==> src/rtl/tl_arb_pkg.sv <==
// tl_arb_pkg: TileLink-UL opcodes and beat-count helpers shared by the source arbiter.
package tl_arb_pkg;
   localparam logic [2:0] PUT_FULL        = 3'd0;
   localparam logic [2:0] PUT_PARTIAL     = 3'd1;
   localparam logic [2:0] GET             = 3'd4;
   localparam logic [2:0] ACCESS_ACK      = 3'd0;
   localparam logic [2:0] ACCESS_ACK_DATA = 3'd1;
   localparam int BEAT_BYTES = 8;
   localparam int BEAT_LG    = $clog2(BEAT_BYTES);

   function automatic logic has_data_a(input logic [2:0] op);
      return op == PUT_FULL || op == PUT_PARTIAL;
   endfunction

   function automatic logic has_data_d(input logic [2:0] op);
      return op == ACCESS_ACK_DATA;
   endfunction

   function automatic logic [4:0] num_beats(input logic [2:0] size);
      return int'(size) > BEAT_LG ? 5'(1 << (int'(size) - BEAT_LG)) : 5'd1;
   endfunction
endpackage

==> src/rtl/rr_arbiter.sv <==
// rr_arbiter: combinational round-robin pick of the first requester after `last`.
module rr_arbiter #(
   parameter  int N    = 2,
   localparam int IDXW = $clog2(N)
) (
   input  logic [N-1:0]    req,
   input  logic [IDXW-1:0] last,
   output logic [N-1:0]    gnt,
   output logic [IDXW-1:0] gnt_idx
);
   logic [IDXW-1:0] j;

   // Scan farthest-first so the nearest requester after `last` is written last and wins.
   always_comb begin
      gnt = '0;
      gnt_idx = '0;
      j = '0;
      for (int i = N; i >= 1; i--) begin
         j = IDXW'((int'(last) + i) % N);
         if (req[j]) begin
            gnt = '0;
            gnt[j] = 1'b1;
            gnt_idx = j;
         end
      end
   end
endmodule

==> src/rtl/tl_source_arbiter.sv <==
// tl_source_arbiter: merges N TileLink-UL clients onto one master port with
// round-robin A arbitration, burst lock, source prefixing and D routing.
module tl_source_arbiter
   import tl_arb_pkg::*;
#(
   parameter  int N            = 2,
   parameter  int SRC_W        = 6,
   parameter  int ADDR_W       = 21,
   parameter  int DATA_W       = 64,
   parameter  int MAX_INFLIGHT = 4,
   localparam int IDXW         = $clog2(N)
) (
   input  logic                  clock,
   input  logic                  reset,
   input  logic [N-1:0]          in_a_valid,
   output logic [N-1:0]          in_a_ready,
   input  logic [3*N-1:0]        in_a_bits_opcode,
   input  logic [3*N-1:0]        in_a_bits_param,
   input  logic [3*N-1:0]        in_a_bits_size,
   input  logic [SRC_W*N-1:0]    in_a_bits_source,
   input  logic [ADDR_W*N-1:0]   in_a_bits_address,
   input  logic [8*N-1:0]        in_a_bits_mask,
   input  logic [DATA_W*N-1:0]   in_a_bits_data,
   input  logic [N-1:0]          in_a_bits_corrupt,
   output logic [N-1:0]          in_d_valid,
   input  logic [N-1:0]          in_d_ready,
   output logic [2:0]            in_d_bits_opcode,
   output logic [2:0]            in_d_bits_size,
   output logic [SRC_W-1:0]      in_d_bits_source,
   output logic [DATA_W-1:0]     in_d_bits_data,
   output logic                  out_a_valid,
   input  logic                  out_a_ready,
   output logic [2:0]            out_a_bits_opcode,
   output logic [2:0]            out_a_bits_param,
   output logic [2:0]            out_a_bits_size,
   output logic [SRC_W+IDXW-1:0] out_a_bits_source,
   output logic [ADDR_W-1:0]     out_a_bits_address,
   output logic [7:0]            out_a_bits_mask,
   output logic [DATA_W-1:0]     out_a_bits_data,
   output logic                  out_a_bits_corrupt,
   input  logic                  out_d_valid,
   output logic                  out_d_ready,
   input  logic [2:0]            out_d_bits_opcode,
   input  logic [2:0]            out_d_bits_size,
   input  logic [SRC_W+IDXW-1:0] out_d_bits_source,
   input  logic [DATA_W-1:0]     out_d_bits_data,
   output logic                  d_route_err
);
   logic [2:0]        a_op [N], a_param [N], a_size [N];
   logic [SRC_W-1:0]  a_src [N];
   logic [ADDR_W-1:0] a_addr [N];
   logic [7:0]        a_mask [N];
   logic [DATA_W-1:0] a_data [N];
   logic [3:0]        inflight [N];
   logic [2:0]        a_beats_left, d_beats_left;
   logic [IDXW-1:0]   a_owner, rr_last, arb_idx, g, k;
   logic [N-1:0]      eligible, arb_gnt;
   logic [4:0]        a_n, d_n;
   logic              locked, a_fire, d_fire, d_last, route_ok;

   for (genvar i = 0; i < N; i++) begin : g_unpack
      assign a_op[i]   = in_a_bits_opcode[3*i +: 3];
      assign a_param[i] = in_a_bits_param[3*i +: 3];
      assign a_size[i] = in_a_bits_size[3*i +: 3];
      assign a_src[i]  = in_a_bits_source[SRC_W*i +: SRC_W];
      assign a_addr[i] = in_a_bits_address[ADDR_W*i +: ADDR_W];
      assign a_mask[i] = in_a_bits_mask[8*i +: 8];
      assign a_data[i] = in_a_bits_data[DATA_W*i +: DATA_W];
   end

   always_comb begin
      for (int i = 0; i < N; i++) eligible[i] = in_a_valid[i] && inflight[i] < 4'(MAX_INFLIGHT);
   end

   rr_arbiter #(.N(N)) u_rr (.req(eligible), .last(rr_last), .gnt(arb_gnt), .gnt_idx(arb_idx));

   assign locked = a_beats_left != 3'd0;
   assign g = locked ? a_owner : arb_idx;
   assign out_a_valid = reset && (locked ? in_a_valid[a_owner] : |eligible);
   assign a_fire = out_a_valid && out_a_ready;
   assign a_n = has_data_a(a_op[g]) ? num_beats(a_size[g]) : 5'd1;

   assign out_a_bits_opcode  = a_op[g];
   assign out_a_bits_param   = a_param[g];
   assign out_a_bits_size    = a_size[g];
   assign out_a_bits_source  = {g, a_src[g]};
   assign out_a_bits_address = a_addr[g];
   assign out_a_bits_mask    = a_mask[g];
   assign out_a_bits_data    = a_data[g];
   assign out_a_bits_corrupt = in_a_bits_corrupt[g];

   assign k = out_d_bits_source[SRC_W +: IDXW];
   assign route_ok = int'(k) < N;
   assign out_d_ready = reset && (route_ok ? in_d_ready[k] : 1'b1);
   assign d_fire = out_d_valid && out_d_ready;
   assign d_n = has_data_d(out_d_bits_opcode) ? num_beats(out_d_bits_size) : 5'd1;
   assign d_last = d_beats_left == 3'd1 || (d_beats_left == 3'd0 && d_n == 5'd1);
   assign in_d_bits_opcode = out_d_bits_opcode;
   assign in_d_bits_size   = out_d_bits_size;
   assign in_d_bits_source = out_d_bits_source[SRC_W-1:0];
   assign in_d_bits_data   = out_d_bits_data;

   always_comb begin
      for (int i = 0; i < N; i++) begin
         in_a_ready[i] = reset && out_a_ready && (locked ? a_owner == IDXW'(i) : arb_gnt[i]);
         in_d_valid[i] = reset && out_d_valid && route_ok && k == IDXW'(i);
      end
   end

   always_ff @(posedge clock) begin
      if (!reset) begin
         a_beats_left <= '0;
         d_beats_left <= '0;
         a_owner <= '0;
         rr_last <= IDXW'(N - 1);
         d_route_err <= 1'b0;
         for (int i = 0; i < N; i++) inflight[i] <= '0;
      end else begin
         if (a_fire) rr_last <= g;
         if (a_fire && locked) a_beats_left <= a_beats_left - 3'd1;
         if (a_fire && !locked && a_n > 5'd1) begin
            a_owner <= g;
            a_beats_left <= 3'(a_n - 5'd1);
         end
         if (d_fire) d_beats_left <= d_last ? 3'd0 : d_beats_left == 3'd0 ? 3'(d_n - 5'd1) : d_beats_left - 3'd1;
         if (d_fire && !route_ok) d_route_err <= 1'b1;
         // Only the first A beat and the last D beat of a message move the count.
         for (int i = 0; i < N; i++)
            inflight[i] <= inflight[i] + 4'(a_fire && !locked && g == IDXW'(i))
                                       - 4'(d_fire && d_last && route_ok && k == IDXW'(i));
      end
   end
endmodule

==> config.mk <==
export PLATFORM = sky130hd
export DESIGN_NAME = tl_source_arbiter
export DESIGN_NICKNAME = d
export VERILOG_FILES = /design/src/rtl/tl_arb_pkg.sv /design/src/rtl/rr_arbiter.sv /design/src/rtl/tl_source_arbiter.sv
export SDC_FILE = /design/constraint.sdc
export NUM_CORES = 1
export LEC_CHECK = 0
export CORE_AREA = 2 2 195 197
export CTS_CLUSTER_SIZE = 30
export DETAILED_ROUTE_END_ITERATION = 10
export DIE_AREA = 0 0 197 199
export SLEW_MARGIN = 20
export SYNTH_ARGS = -nofsm -noshare
export SYNTH_HDL_FRONTEND = slang
export SYNTH_SLANG_ARGS = --single-unit
==> constraint.sdc <==
create_clock -name clock -period 4.01 [get_ports clock]
set_clock_uncertainty 0.1 [all_clocks]
set_input_delay 0.802 -clock clock [delete_from_list [all_inputs] [get_ports clock]]
set_output_delay 0.802 -clock clock [all_outputs]
set_load 0.02 [all_outputs]
==> metrics.yaml <==
status: "complete, no violations"
routed_wire_length_per_instance_um: 15.8
syn_area_um2: 3320
async_reset_ff_share_pct: 0
placed_standard_cell_area_um2: 7140
placeableCoreArea_um2: 37100
clock_power_share_pct: 7.1
worstSkewPairLatency_ns: 0.25
power.share.combinational_pct: 86.7
clk_root_buffer_cell: "sky130_fd_sc_hd__clkbuf_16"
synthesis.nets: 925
gp_congestion: 0.788
finalWorstSetupSlack_ns: 0.148
yosysTopAreaCellShare_pct: 38.5
multi_input_comb_area_um2: 2230
antennaDiodeCount: 0
layout_worst_path_cycle_share_pct: 96.3
rsz0062_at_grt: "no"
seqCellArea_um2: 320
seq_power_share_pct: 6.3
nNetsFinal: 1223
final-max-slew-violation-count: 0
crit_path_category: "primary input to output port"
drt_iter0_markers: 205
vdd_ir_drop_max_uv: 237
die-height_um: 199
fmax_mhz: 259
timing.critical_path.cells: "clkdlybuf4s50_1 > nand3_1 > a41oi_4 > buf_4 > buf_12 > buf_4 > nand2_1 > nand2_1 > clkdlybuf4s50_1"
number_of_global_route_vias_before_repair: 4520
yosys_warnings: 0
start_util_pct: 8.95
die_x_um: 197
die_area_um2: 39200
port-buffer-count: 354
power.net_switching_mw: 1.50
ys_types: 54
cts_tree: "yes"
route.final.wire_length_um: 21600
p_int_mw: 1.57
clkSlewWorstSetupHoldPaths_ns: 0.05
setup-violations-final: 0
sw_frac_of_total_pct: 48.9
tritoncts.num_buffers: 3
cts.sinks: 16
worst_setup_path_end_kind: "output port"
ant_nets: 0
gr-usage-all-layers_pct: 9.56
syn2layout_area_growth_pct: 119
hold_violations: 0
place.detailed.hpwl_um: 18300
avgSynthCellArea_um2: 5.55
crit_slowest_cell: "sky130_fd_sc_hd__clkdlybuf4s50_1"
clock_path_buffers: 2
design.portCount: 496
layout-drive-gt1-share_pct: 9.60
static-leakage-power_nw: 3.27
number_of_antenna_violations_at_the_first_check_in_global_routing: 1
detail_route.drc_violations: 0
num_vias: 4759
synth.largest_area_cell: "sky130_fd_sc_hd__nand2_1"
drt_first_pass_iters: 4
via_per_inst: 3.47
seq_area_frac_synth_pct: 9.63
synth_ff_type: "sky130_fd_sc_hd__dfxtp_1"
postSynthRegisterBits: 16
crit_required_ns: 3.11
synthCells: 599
max_stage_delay_ns: 0.59
hold_path.class: "flop to flop"
nFillCells: 4160
synth-edff-count: 0
arrival_ns: 2.96
final_area_um2: 7300
timing.critical_path.from_type: "primary input"
yosys-top-cells-area: "sky130_fd_sc_hd__nand2_1 (39%), sky130_fd_sc_hd__buf_4 (18%), sky130_fd_sc_hd__dfxtp_1 (9.6%), sky130_fd_sc_hd__ha_1 (7.9%), sky130_fd_sc_hd__buf_2 (3.0%)"
max_cap_viol_count: 0
floorplan.rows: 71
grt_max_degree: 67
wire_length_of_the_first_global_routing_pass_um: 28100
p_per_area_nw_per_um2: 421
h-tree-depth: 1
post-place-ws_ns: -0.193
finalCriticalPeriod_ns: 3.86
residual_overflow_from_global_routing: 0
worst-path-max-fanout: 36
==> cell usage after synthesis, drive strengths merged (2+ instances only) <==
library cell and instances:
a211oi 2, a21o 3, a21oi 6, a2bb2oi 2, a31o 2, a41oi 2
and2 4, and3 3, buf 99, clkbuf 4, dfxtp 16, fa 2
ha 21, inv 23, mux2i 3, nand2 341, nand3 3, nor2 21
nor2b 4, o211ai 2, o21ai 6, xnor2 4
==> power groups by stage <==
stage	combinational, mW	clock, mW	sequential [mW]
finish	2.66	0.217	0.192
global route	2.87	0.227	0.195
CTS	2.66	0.221	0.192
detailed placement	2.65	0	0.196
global placement	2.64	0	0.195
floorplan	1.32	0	0.192
==> layout make-up <==
class	count	area share, %
Timing Repair Buffer	396	54.4
Tap cell	474	8.13
Clock buffer	4	1.22
Sequential cell	16	4.39
Multi-Input combinational cell	456	30.6
Inverter	24	1.27
==> kinds of logic (layout without fill, tap and decap cells) <==
group | Yosys count | after routing | share of synthesized area [%]
adder cells (fa/ha/maj) | 23 | 23 | 9.11
flip-flops | 16 | 16 | 9.64
XOR/XNOR | 5 | 5 | 1.32
multiplexers | 3 | 3 | 0.903
other | 1 | 1 | 0.113
buffers and inverters | 127 | 424 | 23.9
AO/OA/AOI/OAI | 37 | 37 | 8.73
AND/OR/NAND/NOR | 387 | 387 | 46.3
==> worst max-delay path, delay by kind of cell <==
family                 cells  cell delay (ns)
AND/OR/NAND/NOR            3             0.25
buffers and inverters      5             1.63
AO/OA/AOI/OAI              1             0.24
==> final timing paths <==
| check | depth (start not counted) | to | slack [ns] | start |
|---|---|---|---|---|
| setup reg to reg | 18 | a_beats_left[2] | 0.67 | inflight[0][2] |
| hold reg to reg | 2 | d_beats_left[1] | 0.39 | d_beats_left[1] |
| hold / removal | 2 | d_beats_left[1] | 0.39 | d_beats_left[1] |
| setup / recovery | 9 | out_a_bits_address[16] | 0.15 | in_a_valid[0] |
==> state kept, by name, summed over array words and instances, names as in the netlist <==
name          count
inflight          8
a_owner           1
rr_last           1
d_beats_left      3
a_beats_left      3
==> per-layer routing <==
layer  vias to the layer above  track usage [%]  part of all wire [%]
met5                         -                0                 0.065
met4                         2             1.75                   1.4
met3                        17             4.17                    13
met2                       294             16.4                    47
met1                      2068             11.1                    38
li1                       2378                -                     -
==> cell usage in the layout (no fill, tap or decap), types with 2 or more instances in the layout <==
master                            instances
sky130_fd_sc_hd__buf_4                   55
sky130_fd_sc_hd__nand2_1                340
sky130_fd_sc_hd__dfxtp_1                 16
sky130_fd_sc_hd__a31o_2                   2
sky130_fd_sc_hd__buf_12                  11
sky130_fd_sc_hd__clkbuf_16                4
sky130_fd_sc_hd__clkdlybuf4s50_1        328
sky130_fd_sc_hd__nand3_1                  2
sky130_fd_sc_hd__mux2i_1                  3
sky130_fd_sc_hd__o211ai_1                 2
sky130_fd_sc_hd__and3_1                   3
sky130_fd_sc_hd__inv_1                   22
sky130_fd_sc_hd__xnor2_1                  4
sky130_fd_sc_hd__and2_1                   4
sky130_fd_sc_hd__nor2b_1                  4
sky130_fd_sc_hd__a2bb2oi_1                2
sky130_fd_sc_hd__a21oi_1                  5
sky130_fd_sc_hd__ha_1                    21
sky130_fd_sc_hd__a21o_1                   3
sky130_fd_sc_hd__nor2_1                  20
sky130_fd_sc_hd__o21ai_0                  5
==> per-stage QoR <==
stage / hold slack [ns] / utilization, % / power, mW / TNS (ns) / instances
floorplan: 0.354 / - / 1.52 / 0 / 599
global placement: 0.378 / 19.2 / 2.83 / -0.244 / 1363
detailed placement: 0.380 / 19.2 / 2.84 / -0.810 / 1363
CTS: 0.393 / 19.5 / 3.08 / 0 / 1367
global route: 0.430 / 19.7 / 3.30 / 0 / 1370
finish: 0.392 / 19.7 / 3.07 / 0 / 1370
==> timing repair <==
item                                   in CTS  in global routing
hold buffers                                0                  0
endpoints found under the hold margin       0                  0
gates resized for setup                     0                  7
setup buffers                               0                  2
setup endpoints to repair                   0                 29
No activity file was read; power rests on OpenSTA's default activity.
